### src/rtl/sqrt_fsm.sv
// Multi-cycle binary32 square root: restoring digit-by-digit loop, one root bit per clock.
// Truncated result, zero/subnormal flushed, negative and NaN operands flagged on err.
module sqrt_fsm (
  input  logic        clk,
  input  logic        rst,
  input  logic [31:0] x,
  input  logic        r_i,
  output logic [31:0] res,
  output logic        err,
  output logic        r_o,
  output logic        busy
);

  localparam logic [1:0] IDLE  = 2'd0;
  localparam logic [1:0] CHECK = 2'd1;
  localparam logic [1:0] ITER  = 2'd2;
  localparam logic [1:0] PACK  = 2'd3;

  logic [1:0]  state;
  logic [31:0] x_q;
  logic [47:0] rad;
  logic [23:0] root;
  logic [25:0] rem;
  logic [4:0]  cnt;
  logic [7:0]  exp_q;
  logic [31:0] res_q;
  logic        err_q;

  logic        s_in;
  logic [7:0]  e_in;
  logic [22:0] m_in;
  logic [7:0]  exp_calc;
  logic [25:0] rem_sh;
  logic [25:0] sub;
  logic        ge;
  logic [25:0] rem_nx;
  logic [23:0] root_nx;

  always_comb begin
    s_in     = x_q[31];
    e_in     = x_q[30:23];
    m_in     = x_q[22:0];
    // (e + 126 + e[0]) >> 1 rewritten without the always-zero LSB
    exp_calc = {1'b0, e_in[7:1]} + 8'd63 + {7'd0, e_in[0]};
    rem_sh   = {rem[23:0], rad[47:46]};
    sub      = {root, 2'b01};
    // full-width compare; the modular 26-bit difference is exact whenever ge holds
    ge       = ({rem, rad[47:46]} >= {2'b00, sub});
    if (ge) begin
      rem_nx  = rem_sh - sub;
      root_nx = {root[22:0], 1'b1};
    end else begin
      rem_nx  = rem_sh;
      root_nx = {root[22:0], 1'b0};
    end
  end

  always_ff @(posedge clk) begin
    if (rst) begin
      state <= IDLE;
      x_q   <= '0;
      rad   <= '0;
      root  <= '0;
      rem   <= '0;
      cnt   <= '0;
      exp_q <= '0;
      res_q <= '0;
      err_q <= 1'b0;
      res   <= '0;
      err   <= 1'b0;
      r_o   <= 1'b0;
      busy  <= 1'b0;
    end else begin
      r_o <= 1'b0;
      case (state)
        IDLE: begin
          if (r_i) begin
            x_q   <= x;
            busy  <= 1'b1;
            state <= CHECK;
          end
        end
        CHECK: begin
          if (e_in == 8'd0) begin
            res_q <= {s_in, 31'b0};
            err_q <= 1'b0;
            state <= PACK;
          end else if (s_in) begin
            res_q <= '0;
            err_q <= 1'b1;
            state <= PACK;
          end else if (e_in == 8'hFF) begin
            res_q <= (m_in != 23'd0) ? 32'h0000_0000 : 32'h7F80_0000;
            err_q <= (m_in != 23'd0);
            state <= PACK;
          end else begin
            rad   <= e_in[0] ? {2'b01, m_in, 23'b0} : {1'b1, m_in, 24'b0};
            exp_q <= exp_calc;
            root  <= '0;
            rem   <= '0;
            cnt   <= '0;
            state <= ITER;
          end
        end
        ITER: begin
          rad  <= {rad[45:0], 2'b00};
          root <= root_nx;
          rem  <= rem_nx;
          cnt  <= cnt + 5'd1;
          if (cnt == 5'd23) begin
            res_q <= {1'b0, exp_q, root_nx[22:0]};
            err_q <= 1'b0;
            state <= PACK;
          end
        end
        PACK: begin
          res   <= res_q;
          err   <= err_q;
          r_o   <= 1'b1;
          busy  <= 1'b0;
          state <= IDLE;
        end
        default: state <= IDLE;
      endcase
    end
  end

endmodule

### config.mk
export PLATFORM = sky130hd
export DESIGN_NAME = sqrt_fsm
export DESIGN_NICKNAME = d
export VERILOG_FILES = /design/src/rtl/sqrt_fsm.sv
export SDC_FILE = /design/constraint.sdc
export NUM_CORES = 1
export LEC_CHECK = 0
export ABC_AREA = 1
export CAP_MARGIN = 20
export CELL_PAD_IN_SITES_DETAIL_PLACEMENT = 0
export CELL_PAD_IN_SITES_GLOBAL_PLACEMENT = 1
export CORE_MARGIN = 2
export CORE_UTILIZATION = 30
export CTS_CLUSTER_DIAMETER = 60
export CTS_CLUSTER_SIZE = 25
export DETAILED_ROUTE_END_ITERATION = 16
export DONT_BUFFER_PORTS = 1
export PLACE_DENSITY = 0.61
export SLEW_MARGIN = 20
export SYNTH_ARGS = -nofsm -noshare
export SYNTH_HDL_FRONTEND = slang
export SYNTH_SLANG_ARGS = --single-unit
### constraint.sdc
create_clock -name clk -period 6.2 [get_ports clk]
set_input_delay 0.93 -clock clk [delete_from_list [all_inputs] [get_ports clk]]
set_output_delay 0.93 -clock clk [all_outputs]
set_load 0.05 [all_outputs]
Word level (Yosys, flattened, before mapping)
Cells that the tools add are included.

Register bits: 213. Bits in latches: 0. Bits in writable memories: 0. Bits in read-only memories: 0. Input bits: 35. Output and inout port bits: 35. Logic and storage cells: 82. Memories kept: 0.

Add/sub/neg operators: 4. Multipliers: 0. Divide/modulo/power cells: 0. $lt $le $gt $ge: 1. Equal/unequal tests: 11. Shift-type cells: 0. Multiplexer cells: 39. Bitwise logic cells: 3. Reduce and logical (&&, ||, !) cells: 11.

Operators by type and width (count): $mux 48 (4); $mux 32 (4); $mux 26 (4); $pmux 48 s2 (1); $mux 24 (3); $pmux 32 s2 (1); $pmux 26 s2 (1); $pmux 24 s2 (1); $mux 31 (1); $ge 28x26->1 (1); $sub 26x26->26 (1); $reduce_bool 23->1 (1); $mux 5 (3); $mux 1 (10); $ne 2x2->1 const B (5); $pmux 5 s2 (1); $add 7x6->8 const B (1); $add 8x1->8 (1); $eq 8x8->1 const B (1); $logic_not 8->1 (1); $pmux 2 s4 (1); $reduce_and 4->1 (2); $reduce_and 2->1 (3); $add 5x1->5 const B (1); 10 further kinds (16).

Longest topological paths before layout
Gate-level depths: netlist of run 1.

Depth in word-level cells: 6. Depth in mapped cells: 14. Depth with buffers taken out: 14.

Worst setup path before layout of run 1
No wires, ideal clock.

Path type: register -> register. From: register root[12]. To: register rem[2]. Setup time: 0.132 ns. Arrival time: 1.868 ns. Data required time: 6.068 ns. Path slack: 4.200 ns. Stages on the path, launching flop included: 14. Buffers on the path: 1. Period minus slack after synthesis: 2.000 ns. Cell sequence: dfxtp_1 -> inv_1 -> ha_1 -> nand2_2 -> inv_2 -> nand2_1 -> nand2_1 -> nand2_1 -> nand2_1 -> a21oi_4 -> clkbuf_1 -> nand4_1 -> nand3_1 -> a21oi_1.

Word-level cells in the longest chain between the ends: 3.

Ends and longest elaborated chain: start: declaration (RTL line 22) `logic [23:0] root;`; start signal: assignment (RTL line 107) `root <= root_nx;`; $ge 28x26->1 (RTL line 48) `ge = ({rem, rad[47:46]} >= {2'b00, sub});`; $mux 26 (RTL line 49) `if (ge) begin`; $pmux 26 s2 (RTL line 75) `case (state)`; end signal: assignment (RTL line 108) `rem <= rem_nx;`; end: declaration (RTL line 23) `logic [25:0] rem;`.

Every way passes these cells. A chain may end at the register's enable or synchronous reset.

Final worst setup path of run 1
From: register x_q[23]. To: register res_q[10].

Word-level cells in the longest chain between the ends: 3. Elaborated cells on any way between the ends: 6. Those cells by class: eq/ne (2); mux (2); reduce/logical (2).

Ends and longest elaborated chain: start: declaration (RTL line 20) `logic [31:0] x_q;`; start signal: assignment (RTL line 61) `x_q <= '0;`; start signal: assignment (RTL line 78) `x_q <= x;`; $eq 8x8->1 / $logic_not 8->1 (equally long branches) (RTL line 92, 84); $ne 4x4->1 (no line) / $mux 32 (equally long branches); $reduce_and 3->1 (no line) / $pmux 32 s2 (equally long branches); end signal: assignment (RTL line 85) `res_q <= {s_in, 31'b0};`; end signal: assignment (RTL line 93) `res_q <= (m_in != 23'd0) ? 32'h0000_0000 : 32'h7F80_0000;`; end signal: assignment (RTL line 111) `res_q <= {1'b0, exp_q, root_nx[22:0]};`; end: declaration (RTL line 26) `logic [31:0] res_q;`.

Several ways; a longest one is shown, not always the timed one.

==> flow_metrics.py, run 1 <==
metrics = {
    "grt": {
        "grt_pass1_wl_mm": 44.9,
        "grt_usage_pct": 16.5,
        "antenna_found_initial": 0,
        "first_global_vias": 8326,
        "gr-total-overflow": 0,
        "grt_max_degree": 104,
    },
    "power": {
        "p_leak_uw": 0.00455,
        "power_density_mw_per_mm2": 476,
        "irDropWorstVdd_mv": 0.222,
    },
    "setup_path": {
        "crit_path_top_delay_cell": "inv_2",
        "criticalPathCategory": "flop to flop",
        "worst_ep_arrival_time_ps": 3490,
        "timing.rr.end": "res_q[10]",
        "cp_data_required_time_ps": 6580,
        "r2r_cells": 13,
        "max_stage_delay_ps": 650,
        "setup.worst_path.start_class": "flop",
        "setup.worst_path.end": "res_q[10]",
        "path_cells": "buf_4 -> inv_1 -> ha_1 -> nand2_1 -> nor2_2 -> nand4_2 -> nand4_2 -> nand2_1 -> inv_2 -> nand2_2 -> inv_2 -> nand3_1 -> a21oi_1",
        "rrSetupSlack_ps": 3090,
        "startpoint": "x_q[23]",
        "r2r-start": "x_q[23]",
        "crit_fanout": 47,
        "cp-end-kind": "flop",
    },
    "yosys": {
        "syn_area_mm2": 0.00988,
        "syn-num-nets": 1551,
        "synth_cell_type_count": 43,
        "yosys_most_used_dff": "dfxtp_1",
        "muxShareOfSynthArea_pct": 0,
        "yosysWarnings": 0,
        "syn_inst": 1482,
        "synth.yosys.seq_area_share_pct": 38.5,
        "synth_fa_ha_area_share_pct": 4.31,
        "synth_edf_count": 0,
        "synth_xor_area_share_pct": 1.24,
        "async_flop_share_pct": 0,
        "synthSimpleGateAreaFrac_pct": 29.2,
        "synth_compound_area_share_pct": 15.9,
        "ys_ff_latch": 190,
        "synth_top_family_by_area": "simple AND/OR/NAND/NOR gates",
        "synth.avg_cell_area_um2": 6.67,
    },
    "die": {
        "core-area_mm2": 0.0325,
        "dieWidth_um": 185,
        "rows": 66,
        "start_util_pct": 30.4,
        "die_area_mm2": 0.0344,
        "die_height_um": 185,
        "ioPinCount": 70,
    },
    "clocking": {
        "clockRootBuffer": "clkbuf_16",
        "htreeDepth": 4,
        "post_cts_buffers": 0,
        "cts_resized": 0,
        "cts_buffers": 17,
        "cts_tree": "yes",
        "cts_hold_buf": 0,
        "cts.sinks": 190,
        "worstSkewPairLatency_ps": 450,
        "clk_pin_slew_worst_paths_ps": 70,
        "max-clock-path-buffers": 2,
    },
    "layout": {
        "finalNetCount": 1502,
        "drive_gt1_share_pct": 5.60,
        "regArea_mm2": 0.00380,
        "synthToLayoutAreaGrowth_pct": 9.21,
        "fillCellCount": 3670,
        "multiInputGateArea_mm2": 0.00502,
        "antenna_cells": 0,
    },
    "routing": {
        "route.vias.total": 8827,
        "drtIter0Drc": 457,
        "routedWlPerCell_um": 14.4,
        "drt_wl_total_mm": 27.3,
        "drt_pass1_iterations": 5,
        "post_drt_via_cell_ratio": 4.68,
        "postRouteAntennaNets": 0,
        "drc": 0,
    },
    "timing": {
        "maxSlewHeadroom_pct": 33.8,
        "tightest_slew_ps": 989,
        "clock_skew_ps": 17.4,
        "setup_tns_ps": 0,
        "finalHoldViolCount": 0,
        "worst_hold_slack_ps": 459,
        "period_needed_ps": 3110,
        "finalSetupViolations": 0,
        "rsz0062_at_grt": "false",
        "finalMaxSlewViolations": 0,
        "timing.final.crit_share_pct": 50.1,
        "fmax_mhz": 322,
    },
    "placement": {
        "io_buffers": 0,
        "dp_hpwl_mm": 18.8,
        "place_congestion": 0.808,
    },
    "min_path": {
        "worstHoldPathType": "flop to flop",
        "hold_depth": 2,
        "hold_start": "exp_q[7]",
    },
    "run_status": {
        "status": "finished clean",
    },
    "job": {
        "cap_violations": 0,
    },
}
## state kept, by name, indices dropped and copies added (netlist names)
name,count
res_q,32
cnt,5
rem,26
err_q,1
x_q,32
busy,1
exp_q,8
err,1
state,2
root,24
rad,25
r_o,1
res,32
## cell families after synthesis
group / count (synthesis)
adder cells (fa/ha/maj): 34
buffers and inverters: 272
XOR/XNOR: 14
AND/OR/NAND/NOR: 672
AO/OA/AOI/OAI: 300
flip-flops: 190
## power breakdown
part	switching [µW]	total, µW	internal [µW]	leakage, µW
sequential	301	1750	1440	0.00155
clock	527	1150	626	0.000294
combinational	1550	2230	680	0.00271
## cells in the mapped netlist (all sizes together), types with 2 or more instances
| library cell | count | share of area [%] |
|---|---|---|
| a21oi | 132 | 6.8 |
| nand2 | 386 | 15 |
| buf | 23 | 1.4 |
| inv | 191 | 7.3 |
| a211oi | 2 | 0.15 |
| and2 | 2 | 0.15 |
| o211ai | 2 | 0.15 |
| nand3 | 101 | 5.4 |
| clkinv | 4 | 0.15 |
| nor4 | 6 | 0.38 |
| a31oi | 25 | 1.6 |
| nor3 | 3 | 0.15 |
| ha | 34 | 4.3 |
| clkbuf | 54 | 2.1 |
| o21ai | 134 | 6.8 |
| xor2 | 4 | 0.35 |
| nor3b | 2 | 0.20 |
| nor2 | 130 | 5.2 |
| nand4 | 40 | 2.7 |
| dfxtp | 190 | 39 |
| xnor2 | 10 | 0.89 |
## cell usage in the layout, fill, tap and decap left out, types with 3 or more instances in the layout
| master | n |
|---|---|
| xor2_1 | 4 |
| inv_2 | 14 |
| nand4_1 | 38 |
| a21oi_1 | 131 |
| clkbuf_16 | 17 |
| nand3_1 | 98 |
| o21ai_1 | 11 |
| inv_1 | 178 |
| nand2_1 | 379 |
| ha_1 | 33 |
| o21ai_0 | 123 |
| dfxtp_1 | 190 |
| nor3_1 | 3 |
| nand2_2 | 6 |
| clkinv_4 | 4 |
| clkinv_1 | 3 |
| nor4_1 | 6 |
| buf_4 | 9 |
| nor2_2 | 5 |
| xnor2_1 | 10 |
| nor2_4 | 3 |
| nor2_1 | 122 |
| a31oi_1 | 25 |
## worst max-delay path, delay by kind of cell, from the launching register on
family | cells | cell delay [ps]
and+or+nand+nor | 7 | 1230
buffers and inverters | 4 | 1110
DFF | 1 | 300
adders and majority gates | 1 | 190
AOI/OAI and AO/OA | 1 | 180
## layout make-up
type                       instances  area share, %
tap                              442           5.13
clock inverter                    13           1.44
multi-input combinational       1020           46.6
inverter                         195           6.78
sequential                       190           35.3
clock buffer                      19           4.20
timing repair buffer               9          0.626
## worst min-delay path by stage
stage | end | slack, ps
after floorplan | exp_q[7] | 430
after global placement | exp_q[7] | 440
after detailed placement | exp_q[7] | 450
after CTS | exp_q[7] | 460
after global routing | res_q[7] | 480
final | exp_q[7] | 460
## per-layer routing
| metal | vias up | GRT usage [%] | part of all wire (%) |
|---|---|---|---|
| met5 | - | 0 | 0 |
| met4 | 0 | 4.25 | 1.1 |
| met3 | 14 | 2.70 | 2.1 |
| met2 | 85 | 27.0 | 47 |
| met1 | 4036 | 22.4 | 50 |
| li1 | 4692 | - | - |
## through the flow
step | power (µW) | setup slack [ps] | std cells | utilization (%) | area [µm²]
after CTS | 5220 | 2980 | 1888 | 33.2 | 10800
after global placement | 4040 | 3020 | 1856 | 31.4 | 10200
after global routing | 5580 | 2680 | 1888 | 33.2 | 10800
after floorplan | 3510 | 4200 | 1482 | - | 9880
final | 5130 | 3090 | 1888 | 33.2 | 10800
after detailed placement | 4040 | 2990 | 1856 | 31.4 | 10200
(Power assumes the default switching activity.)
==> run 2, diff against run 1 <==
Settings changed: ABC_AREA 1 to 0.
Clock period 6.2 ns to 2.7 ns, I/O delays scaled along.
==> run 2 against run 1 <==
  * Die area down 8.4%
  * Clock power up 120%
  * Total power up 110%
  * Combinational power up 120%
  * Clock-buffer cell count down 2
  * Sequential share of layout area up 1.8 points
  * Critical path depth down 2
  * First-iteration DRC count up 25%
  * Non-clock buffer count up 51
  * Via count down 18%
  * Maximum frequency up 22%
  * Critical path type unchanged
  * Critical endpoint is now rem[24]
  * Largest cell class unchanged
  * Highest routed layer unchanged
==> flow_metrics.py, run 2 <==
metrics = {
    "timing": {
        "layout_setup_ws_ps": 159,
        "maxSlewHeadroom_pct": 58.4,
        "fmax_mhz": 393,
        "clock_skew_ps": 12.5,
        "setup_tns_ps": 0,
        "rsz0062_at_grt": "false",
        "tightest_slew_ps": 624,
        "finalMaxSlewViolations": 0,
        "period_needed_ps": 2540,
        "timing.final.crit_share_pct": 94.1,
        "finalSetupViolations": 0,
        "finalHoldViolCount": 0,
    },
    "die": {
        "dieWidth_um": 177,
        "die_height_um": 177,
        "rows": 63,
        "die_area_mm2": 0.0315,
        "core-area_mm2": 0.0296,
        "start_util_pct": 30.5,
        "ioPinCount": 70,
    },
    "yosys": {
        "synth.yosys.seq_area_share_pct": 42.1,
        "synth.most_common_cell": "nand2_1",
        "syn_inst": 1080,
        "synth_edf_count": 0,
        "syn-num-nets": 1149,
        "synth_top_area_cell": "dfxtp_1",
        "yosys_most_used_dff": "dfxtp_1",
        "ys_ff_latch": 190,
        "synth.avg_cell_area_um2": 8.36,
        "synth_top_area_share_pct": 42.1,
        "synth_cell_type_count": 72,
        "yosysWarnings": 0,
        "syn_area_mm2": 0.00903,
        "async_flop_share_pct": 0,
        "netlist_top_cells_count": "200 x nand2_1, 190 x dfxtp_1, 112 x a21oi_1",
        "synthTopCellsByArea": "dfxtp_1 42%, nand2_1 8.3%, mux2i_1 7.8%",
    },
    "grt": {
        "grt_pass1_wl_mm": 37.1,
        "grt_usage_pct": 14.9,
        "gr-total-overflow": 0,
        "first_global_vias": 6839,
        "grt_max_degree": 168,
        "antenna_found_initial": 0,
    },
    "clocking": {
        "clockRootBuffer": "clkbuf_16",
        "worstSkewPairLatency_ps": 450,
        "cts.sinks": 190,
        "cts_tree": "yes",
        "max-clock-path-buffers": 2,
        "clk_pin_slew_worst_paths_ps": 80,
        "htreeDepth": 4,
        "cts_buffers": 17,
    },
    "run_status": {
        "status": "finished clean",
    },
    "setup_path": {
        "timing.rr.end": "rem[24]",
        "rrSetupSlack_ps": 160,
        "setup.worst_path.start_class": "flop",
        "startpoint": "root[3]",
        "criticalPathCategory": "flop to flop",
        "cp.depth": 11,
        "crit_fanout": 4,
        "cp_top_family": "compound AO/OA/AOI/OAI gates",
        "worst_ep_arrival_time_ps": 2880,
        "crit_path_top_delay_cell": "dfxtp_1",
        "max_stage_delay_ps": 340,
        "r2r_cells": 11,
        "cp_data_required_time_ps": 3030,
        "cp-end-kind": "flop",
        "setup.worst_path.end": "rem[24]",
        "r2r-start": "root[3]",
        "path_buf_inv": 2,
        "path_cells": "inv_1 -> ha_1 -> a211oi_1 -> nor2_1 -> a211oi_4 -> o211ai_4 -> buf_4 -> a21boi_4 -> o21bai_1 -> xor2_1 -> a221o_1",
    },
    "job": {
        "cap_violations": 0,
    },
    "placement": {
        "preCtsSetupSlack_ps": 80.2,
        "place_congestion": 0.820,
        "io_buffers": 0,
        "dp_hpwl_mm": 15.7,
    },
    "routing": {
        "postRouteAntennaNets": 0,
        "drtIter0Drc": 570,
        "drc": 0,
        "drt_wl_total_mm": 22.8,
        "post_drt_via_cell_ratio": 4.84,
        "routedWlPerCell_um": 15.3,
        "drt_pass1_iterations": 5,
        "route.vias.total": 7223,
    },
    "power": {
        "power_density_mw_per_mm2": 1070,
        "p_leak_uw": 0.00371,
        "total_power_uw": 10900,
        "irDropWorstVdd_mv": 0.479,
    },
    "layout": {
        "final_common_cell": "nand2_1",
        "antenna_cells": 0,
        "fillCellCount": 3203,
        "synthToLayoutAreaGrowth_pct": 13.8,
        "drive_gt1_share_pct": 11.7,
        "reg_top3": "res: 32 flops, res_q: 32 flops, x_q: 32 flops",
        "final_cell_mix": "200 x nand2_1, 190 x dfxtp_1, 110 x a21oi_1, 104 x nor2_1, 70 x mux2i_1",
        "finalNetCount": 1157,
    },
    "min_path": {
        "worstHoldPathType": "input pin to flop",
    },
}
## run 2: report_power, final
part / internal, µW / switching (µW)
combinational: 2090 / 2920
clock: 1330 / 1240
sequential: 3090 / 278
## run 2: worst register-to-register path, delay by kind of cell, from the launching register on
family | cells | cell delay [ps]
compound gates | 6 | 1270
buf+inv | 2 | 220
fa+ha+maj | 1 | 340
simple gates | 1 | 110
flops | 1 | 340
xor+xnor | 1 | 150
## run 2: what timing repair did
action	CTS	global route
gates resized for setup	0	14
buffers inserted	0	15
hold buffers	0	0
setup endpoints to repair	0	46
## run 2: layout make-up
| class | count | area (µm²) | share of cell area [%] |
|---|---|---|---|
| multi-input combinational | 783 | 4780 | 46.5 |
| timing repair buffer | 60 | 470 | 4.58 |
| clock buffer | 17 | 425 | 4.14 |
| clock inverter | 15 | 171 | 1.67 |
| tap | 390 | 488 | 4.75 |
| sequential | 190 | 3800 | 37.0 |
| inverter | 36 | 135 | 1.32 |
## run 2: how the worst min path moves through the flow
stage               depth (start not counted)        end       from
floorplan                                   2  res_q[10]  res_q[10]
global placement                            2    rad[39]    rad[39]
detailed placement                          2    rad[38]    rad[38]
CTS                                         1    root[4]        rst
global route                                1    root[4]        rst
finish                                      1    root[4]        rst
## run 2: layer usage
layer / share of wire, % / track usage, % / routed length, µm / vias up
met3: 3.2 / 2.93 / 728 / 13
met2: 46 / 24.3 / 10600 / 96
met4: 1.1 / 4.13 / 248 / 0
met1: 50 / 20.0 / 11300 / 3370
met5: 0 / 0 / 0 / -
li1: - / - / - / 3744
## run 2: cell families after synthesis
| group | Yosys count | share of synthesized area, % |
|---|---|---|
| DFF | 190 | 42.1 |
| muxes | 71 | 7.89 |
| xor gates and xnor gates | 30 | 2.91 |
| and+or+nand+nor | 390 | 18.8 |
| adders and majority gates | 34 | 4.71 |
| AOI/OAI and AO/OA | 258 | 18.1 |
| buffers and inverters | 107 | 5.48 |
## run 2: metrics by stage
| stage | instance area (µm²) | hold WS [ps] | utilization [%] | std cells |
|---|---|---|---|---|
| after global placement | 9520 | 439 | 32.1 | 1444 |
| final | 10300 | 77.5 | 34.7 | 1491 |
| after CTS | 10100 | 39.3 | 34.1 | 1476 |
| after global routing | 10300 | 43.3 | 34.7 | 1491 |
| after floorplan | 9030 | 432 | - | 1080 |
| after detailed placement | 9520 | 443 | 32.1 | 1444 |
